<file path="src/rtl/while_pkg.sv">
// Shared types and elaboration helpers for the WhileEnt inverse (restoring divider).
package while_pkg;

  typedef enum logic [1:0] {
    IDLE = 2'd0,
    CALC = 2'd1,
    DONE = 2'd2
  } state_t;

  // Divisor used by the forward datapath: the loop body runs COUNT+1 times.
  function automatic int k_of(input int count);
    return count + 1;
  endfunction

  // K must fit in W bits and be nonzero; W >= 2 keeps the quotient shift well-formed.
  function automatic bit count_legal(input int count, input int w);
    return (w >= 2) && (w <= 30) && (count >= 0) && (count <= (1 << w) - 2);
  endfunction

endpackage

</file>
<file path="src/rtl/while_div_step.sv">
// One combinational restoring-division step: shift in a dividend bit, subtract K if it fits.
module while_div_step #(
  parameter int W = 8
) (
  input  logic [W:0]   i_rem,
  input  logic         i_bit,
  input  logic [W-1:0] i_k,
  output logic [W:0]   o_rem,
  output logic         o_q_bit
);

  logic [W+1:0] w_r;

  assign w_r = {i_rem, i_bit};

  always_comb begin
    o_rem   = w_r[W:0];
    o_q_bit = 1'b0;
    if (w_r >= (W+2)'(i_k)) begin
      // The difference is below K, so it always fits the W+1 bit remainder.
      o_rem   = (W+1)'(w_r - (W+2)'(i_k));
      o_q_bit = 1'b1;
    end
  end

endmodule

</file>
<file path="src/rtl/while_inv.sv">
// Recovers A from XOUT/B: S = XIN+B (wrapping), then S/K and S%K over W restoring steps.
module while_inv
  import while_pkg::*;
#(
  parameter int W     = 8,
  parameter int COUNT = 4
) (
  input  logic         CLK,
  input  logic         RST,
  input  logic         IN_VALID,
  output logic         IN_READY,
  input  logic [W-1:0] XIN,
  input  logic [W-1:0] B,
  output logic         OUT_VALID,
  input  logic         OUT_READY,
  output logic [W-1:0] A_OUT,
  output logic [W-1:0] REM,
  output logic         EXACT
);

  localparam bit          COUNT_OK = count_legal(COUNT, W);
  localparam logic [W-1:0] K       = W'(k_of(COUNT));
  localparam int          CW       = $clog2(W);

  generate
    if (!COUNT_OK) begin : g_bad_count
      $error("while_inv: COUNT must satisfy 0 <= COUNT <= 2**W-2");
    end
  endgenerate

  state_t         r_state;
  state_t         w_state_next;
  logic [W-1:0]   r_s;
  logic [W:0]     r_rem;
  logic [W-1:0]   r_quo;
  logic [CW-1:0]  r_cnt;
  logic [W-1:0]   r_a_out;
  logic [W-1:0]   r_rem_out;
  logic           r_exact;
  logic [W:0]     w_rem_next;
  logic           w_q_bit;
  logic [W-1:0]   w_quo_next;

  while_div_step #(.W(W)) u_step (
    .i_rem   (r_rem),
    .i_bit   (r_s[W-1]),
    .i_k     (K),
    .o_rem   (w_rem_next),
    .o_q_bit (w_q_bit)
  );

  assign w_quo_next = W'({r_quo, w_q_bit});

  always_ff @(posedge CLK) begin
    if (RST) r_state <= IDLE;
    else     r_state <= w_state_next;
  end

  always_comb begin
    w_state_next = r_state;
    case (r_state)
      IDLE:    if (IN_VALID)       w_state_next = CALC;
      CALC:    if (r_cnt == '0)    w_state_next = DONE;
      DONE:    if (OUT_READY)      w_state_next = IDLE;
      default:                     w_state_next = IDLE;
    endcase
  end

  assign IN_READY  = (r_state == IDLE);
  assign OUT_VALID = (r_state == DONE);

  always_ff @(posedge CLK) begin
    if (RST) begin
      r_s       <= '0;
      r_rem     <= '0;
      r_quo     <= '0;
      r_cnt     <= '0;
      r_a_out   <= '0;
      r_rem_out <= '0;
      r_exact   <= 1'b0;
    end else begin
      case (r_state)
        IDLE: begin
          if (IN_VALID) begin
            r_s   <= XIN + B;
            r_rem <= '0;
            r_quo <= '0;
            r_cnt <= CW'(W - 1);
          end
        end
        CALC: begin
          r_s   <= r_s << 1;
          r_rem <= w_rem_next;
          r_quo <= w_quo_next;
          if (r_cnt != '0) begin
            r_cnt <= r_cnt - 1'b1;
          end else begin
            // Results are only published on the final step so they stay stable otherwise.
            r_a_out   <= w_quo_next;
            r_rem_out <= w_rem_next[W-1:0];
            r_exact   <= (w_rem_next == '0);
          end
        end
        default: ;
      endcase
    end
  end

  assign A_OUT = r_a_out;
  assign REM   = r_rem_out;
  assign EXACT = r_exact;

endmodule

</file>
<file path="config.mk">
export PLATFORM = sky130hd
export DESIGN_NAME = while_inv
export DESIGN_NICKNAME = d
export VERILOG_FILES = /design/src/rtl/while_pkg.sv /design/src/rtl/while_div_step.sv /design/src/rtl/while_inv.sv
export SDC_FILE = /design/constraint.sdc
export NUM_CORES = 1
export LEC_CHECK = 0
export ABC_AREA = 1
export CAP_MARGIN = 15
export CORE_MARGIN = 2
export CORE_UTILIZATION = 50
export DETAILED_ROUTE_END_ITERATION = 10
export GPL_ROUTABILITY_DRIVEN = 0
export PLACE_DENSITY = 0.78
export SKIP_CTS_REPAIR_TIMING = 1
export SYNTH_ARGS = -nofsm -noshare
export SYNTH_HDL_FRONTEND = slang
export SYNTH_HIERARCHICAL = 1
export SYNTH_SLANG_ARGS = --single-unit
</file>
<file path="constraint.sdc">
create_clock -name CLK -period 6.9 [get_ports CLK]
set_clock_uncertainty 0.15 [all_clocks]
set_input_delay 2.07 -clock CLK [delete_from_list [all_inputs] [get_ports CLK]]
set_output_delay 2.07 -clock CLK [all_outputs]
set_load 0.03 [all_outputs]
</file>
==> Flow_metrics.wiki <==
{| class="wikitable"
! Metric !! Value
|-
| FMAX || 255 MHz
|-
| Drt via density || ~5
|-
| Sequential group share of total power || 0.467
|-
| Die Y-Extent || 78.0 µm
|-
| Netlist area before placement || around 2700 µm²
|-
| Sum of net half-perimeters after detailed placement || ~4200 µm
|-
| Max Fanout on Critical Path || 28
|-
| Clock tree from TritonCTS || built
|-
| Switching power of the nets || roughly 0.2 mW
|-
| Minimum setup slack after placement || 2.66 ns
|-
| Most frequent cells in the layout || nand2_1 (124), inv_1 (50), dfxtp_1 (46), nor2_1 (40), clkdlybuf4s50_1 (38)
|-
| Die extent in x || about 80 µm
|-
| Detailed-router iteration count before antenna repair || 4
|-
| Fraction of layout instances using a drive strength above 1 || 0.0605
|-
| Detail-routed net length per standard cell || 10.7 µm
|-
| Ratio of total power to cell area || a little under 200 nW/µm²
|-
| Relative slew slack || 0.364
|-
| Register Area || 921 µm²
|-
| Full die area || ~6100 µm²
|-
| Data arrival at the endpoint of the critical path || just under 4 ns
|-
| Netlist cell types || 35
|-
| Number of H-tree branching levels || 2
|-
| Int Power || 0.434 mW
|-
| CTS Buf Count || 5
|-
| Number of flops mapped to enable cells by yosys || 0
|-
| Clk sinks || 46
|-
| Initial Utilization || 0.526
|-
| Clock power share || 0.258
|-
| Slack of the critical path || about 3.0 ns
|-
| Number of failing setup endpoints in the final timing report || 0
|-
| Worst skew pair latency || 0.29 ns
|-
| Row count || 26
|-
| Outcome || completed
|-
| First-pass GRT wire length || between 10,000 and 15,000 µm
|-
| Synth Warn # || 6
|-
| Transition time of the tightest slew-check pin || approximately 0.95 ns
|-
| Commonest non-fill, non-tap cell in the layout || nand2_1
|-
| Worst Path Required || between 6 and 7 ns
|-
| Commonest register cell after synthesis || dfxtp_1
|-
| Clock input transition at the sequential cells of the worst setup and hold paths || ~0.080 ns
|-
| Hold Crit Class || reg2reg
|-
| Total global routing overflow || 0
|-
| Layout filler cell count || around 500
|-
| Kind of critical path || in2reg
|-
| Final critical delay including setup and external delays || ~3.9 ns
|-
| Total Nets Final || approximately 480
|-
| Sw Ratio || 0.316
|-
| Number of global-route vias before repair || between 2,000 and 2,500
|-
| Final worst path period share || 0.568
|-
| Inserted Diodes || 0
|-
| Antenna violations before repair || 0
|-
| Number of hold violations in the final report || 0
|-
| Sequence of cells on the critical path || clkdlybuf4s50_1, inv_1, o21ai_0, a31oi_1
|-
| Leakage power of the design || ~1.5 nW
|-
| Top-level I/O count || 39
|-
| Area of the core || 5200 µm²
|-
| Multi-input logic area || 1580 µm²
|-
| Gr usage total || 0.202
|-
| VDD IR max || ~0.097 mV
|-
| Delay of the slowest critical-path stage || approximately 1.1 ns
|-
| Mean instance size in the synthesized netlist || 6.78 µm²
|-
| Overall Power || around 0.63 mW
|-
| Post-detailed-route DRC marker count || 0
|-
| Relative contribution of combinational cells to total power || 0.275
|-
| Portion of the post-synthesis area used by sequential elements || 0.336
|-
| Post-synthesis to final-layout area growth || 19.3%
|-
| Post-synthesis sequential element count || between 40 and 50
|-
| Top post-synthesis cells by area || dfxtp_1 (34%), nand2_1 (17%), ha_1 (7.8%)
|-
| CTS Root Buffer Type || clkbuf_8
|-
| Pin count of the biggest net entering global routing || 29
|-
| CTS Buffer Depth || 2
|-
| Accumulated negative setup slack || 0 ns
|-
| Total number of vias || about 2,500
|-
| Slowest cell on the critical path || clkdlybuf4s50_1
|-
| Detailed router's first-iteration violation count || roughly 170
|-
| Count of pins over their slew limit || 0
|-
| Routed Antenna Nets || 0
|-
| Area fraction of the dominant cell type after synthesis || 0.336
|-
| Worst setup SP type || input port
|-
| Async SR Flop Fraction || 0
|-
| Unrepaired setup endpoints after global routing || false
|-
| Max-capacitance violation count || 0
|-
| Final WL || about 5500 µm
|-
| Worst setup EP type || register
|-
| PortBufs || 38
|-
| Cell total after placement || about 510
|-
| Post-Syn Instances || approximately 400
|-
| Top cell type by total area after synthesis || dfxtp_1
|-
| Layout Cells excl Fill || around 520
|}
==> critical path, delay by kind of cell <==
| kind | cells | cell delay [ns] |
|---|---|---|
| buffers and inverters | 2 | 1.61 |
| AOI/OAI and AO/OA | 2 | 0.24 |
==> cell families (layout without fill, tap and decap cells) <==
family,after synthesis,count (layout),share of synthesized area
xor+xnor,5,5,0.0160
simple gates,211,211,0.341
fa+ha+maj,19,19,0.0923
flops,46,46,0.336
compound gates,57,57,0.117
buf+inv,64,100,0.0937
other cells,2,8,0.00274
==> per-stage QoR <==
| stage | utilization | hold slack [ns] | area, µm² |
|---|---|---|---|
| detailed placement | 0.610 | 0.306 | 3170 |
| global placement | 0.610 | 0.301 | 3170 |
| finish | 0.627 | 0.315 | 3270 |
| global route | 0.627 | 0.347 | 3270 |
| CTS | 0.627 | 0.317 | 3270 |
| floorplan | - | 0.290 | 2760 |
==> cells in the mapped netlist, types with 3 or more instances <==
library cell and count:
inv_2 4, nand3_1 25, nor2_1 40, or2_2 3
nand2_1 124, a21oi_1 30, o21ai_1 7, dfxtp_1 46
inv_1 50, buf_2 4, ha_1 17, xor2_1 4
a31oi_1 3, nand3b_1 3, o21ai_0 13, clkbuf_1 3
nand2_2 5, nand4_1 3
==> per-layer routing <==
layer,track usage,up-vias,share of wire
met5,0,-,0
met4,0.0632,0,0.012
met3,0.0279,5,0.042
met2,0.350,51,0.45
met1,0.260,1128,0.49
li1,-,1354,-
==> final timing paths <==
kind,cells after the start,from,slack (ns),endpoint
worst max-delay path,4,RST,2.98,r_cnt[1]$_SDFFE_PP0P_
worst min register to register,2,r_s[0]$_SDFFE_PP0P_,0.32,r_s[0]$_SDFFE_PP0P_
worst min-delay path,2,r_s[0]$_SDFFE_PP0P_,0.32,r_s[0]$_SDFFE_PP0P_
worst max register to register,13,r_s[7]$_SDFFE_PP0P_,4.23,EXACT$_SDFFE_PP0P_
==> sequential cells by signal (all words and copies together), names as in the netlist <==
signal   cells
r_rem        9
REM          8
EXACT        1
A_OUT        8
r_s          8
r_quo        7
r_state      2
r_cnt        3
==> power groups by stage <==
stage	Clock, mW	Sequential [mW]	Combinational (mW)
after floorplan	0	0.320	0.106
after global placement	0	0.302	0.171
after detailed placement	0	0.303	0.174
after CTS	0.168	0.296	0.174
after global routing	0.180	0.299	0.197
final	0.164	0.296	0.174
==> final cells by class <==
| class | count | share of cell area |
|---|---|---|
| multi-input cells | 300 | 0.485 |
| clock buffers | 7 | 0.0264 |
| inverters | 54 | 0.0621 |
| flip-flops and latches | 46 | 0.282 |
| clock inverters | 1 | 0.00153 |
| repair buffers | 38 | 0.116 |
| well taps | 70 | 0.0268 |
Power figures use the tool's default switching activity.
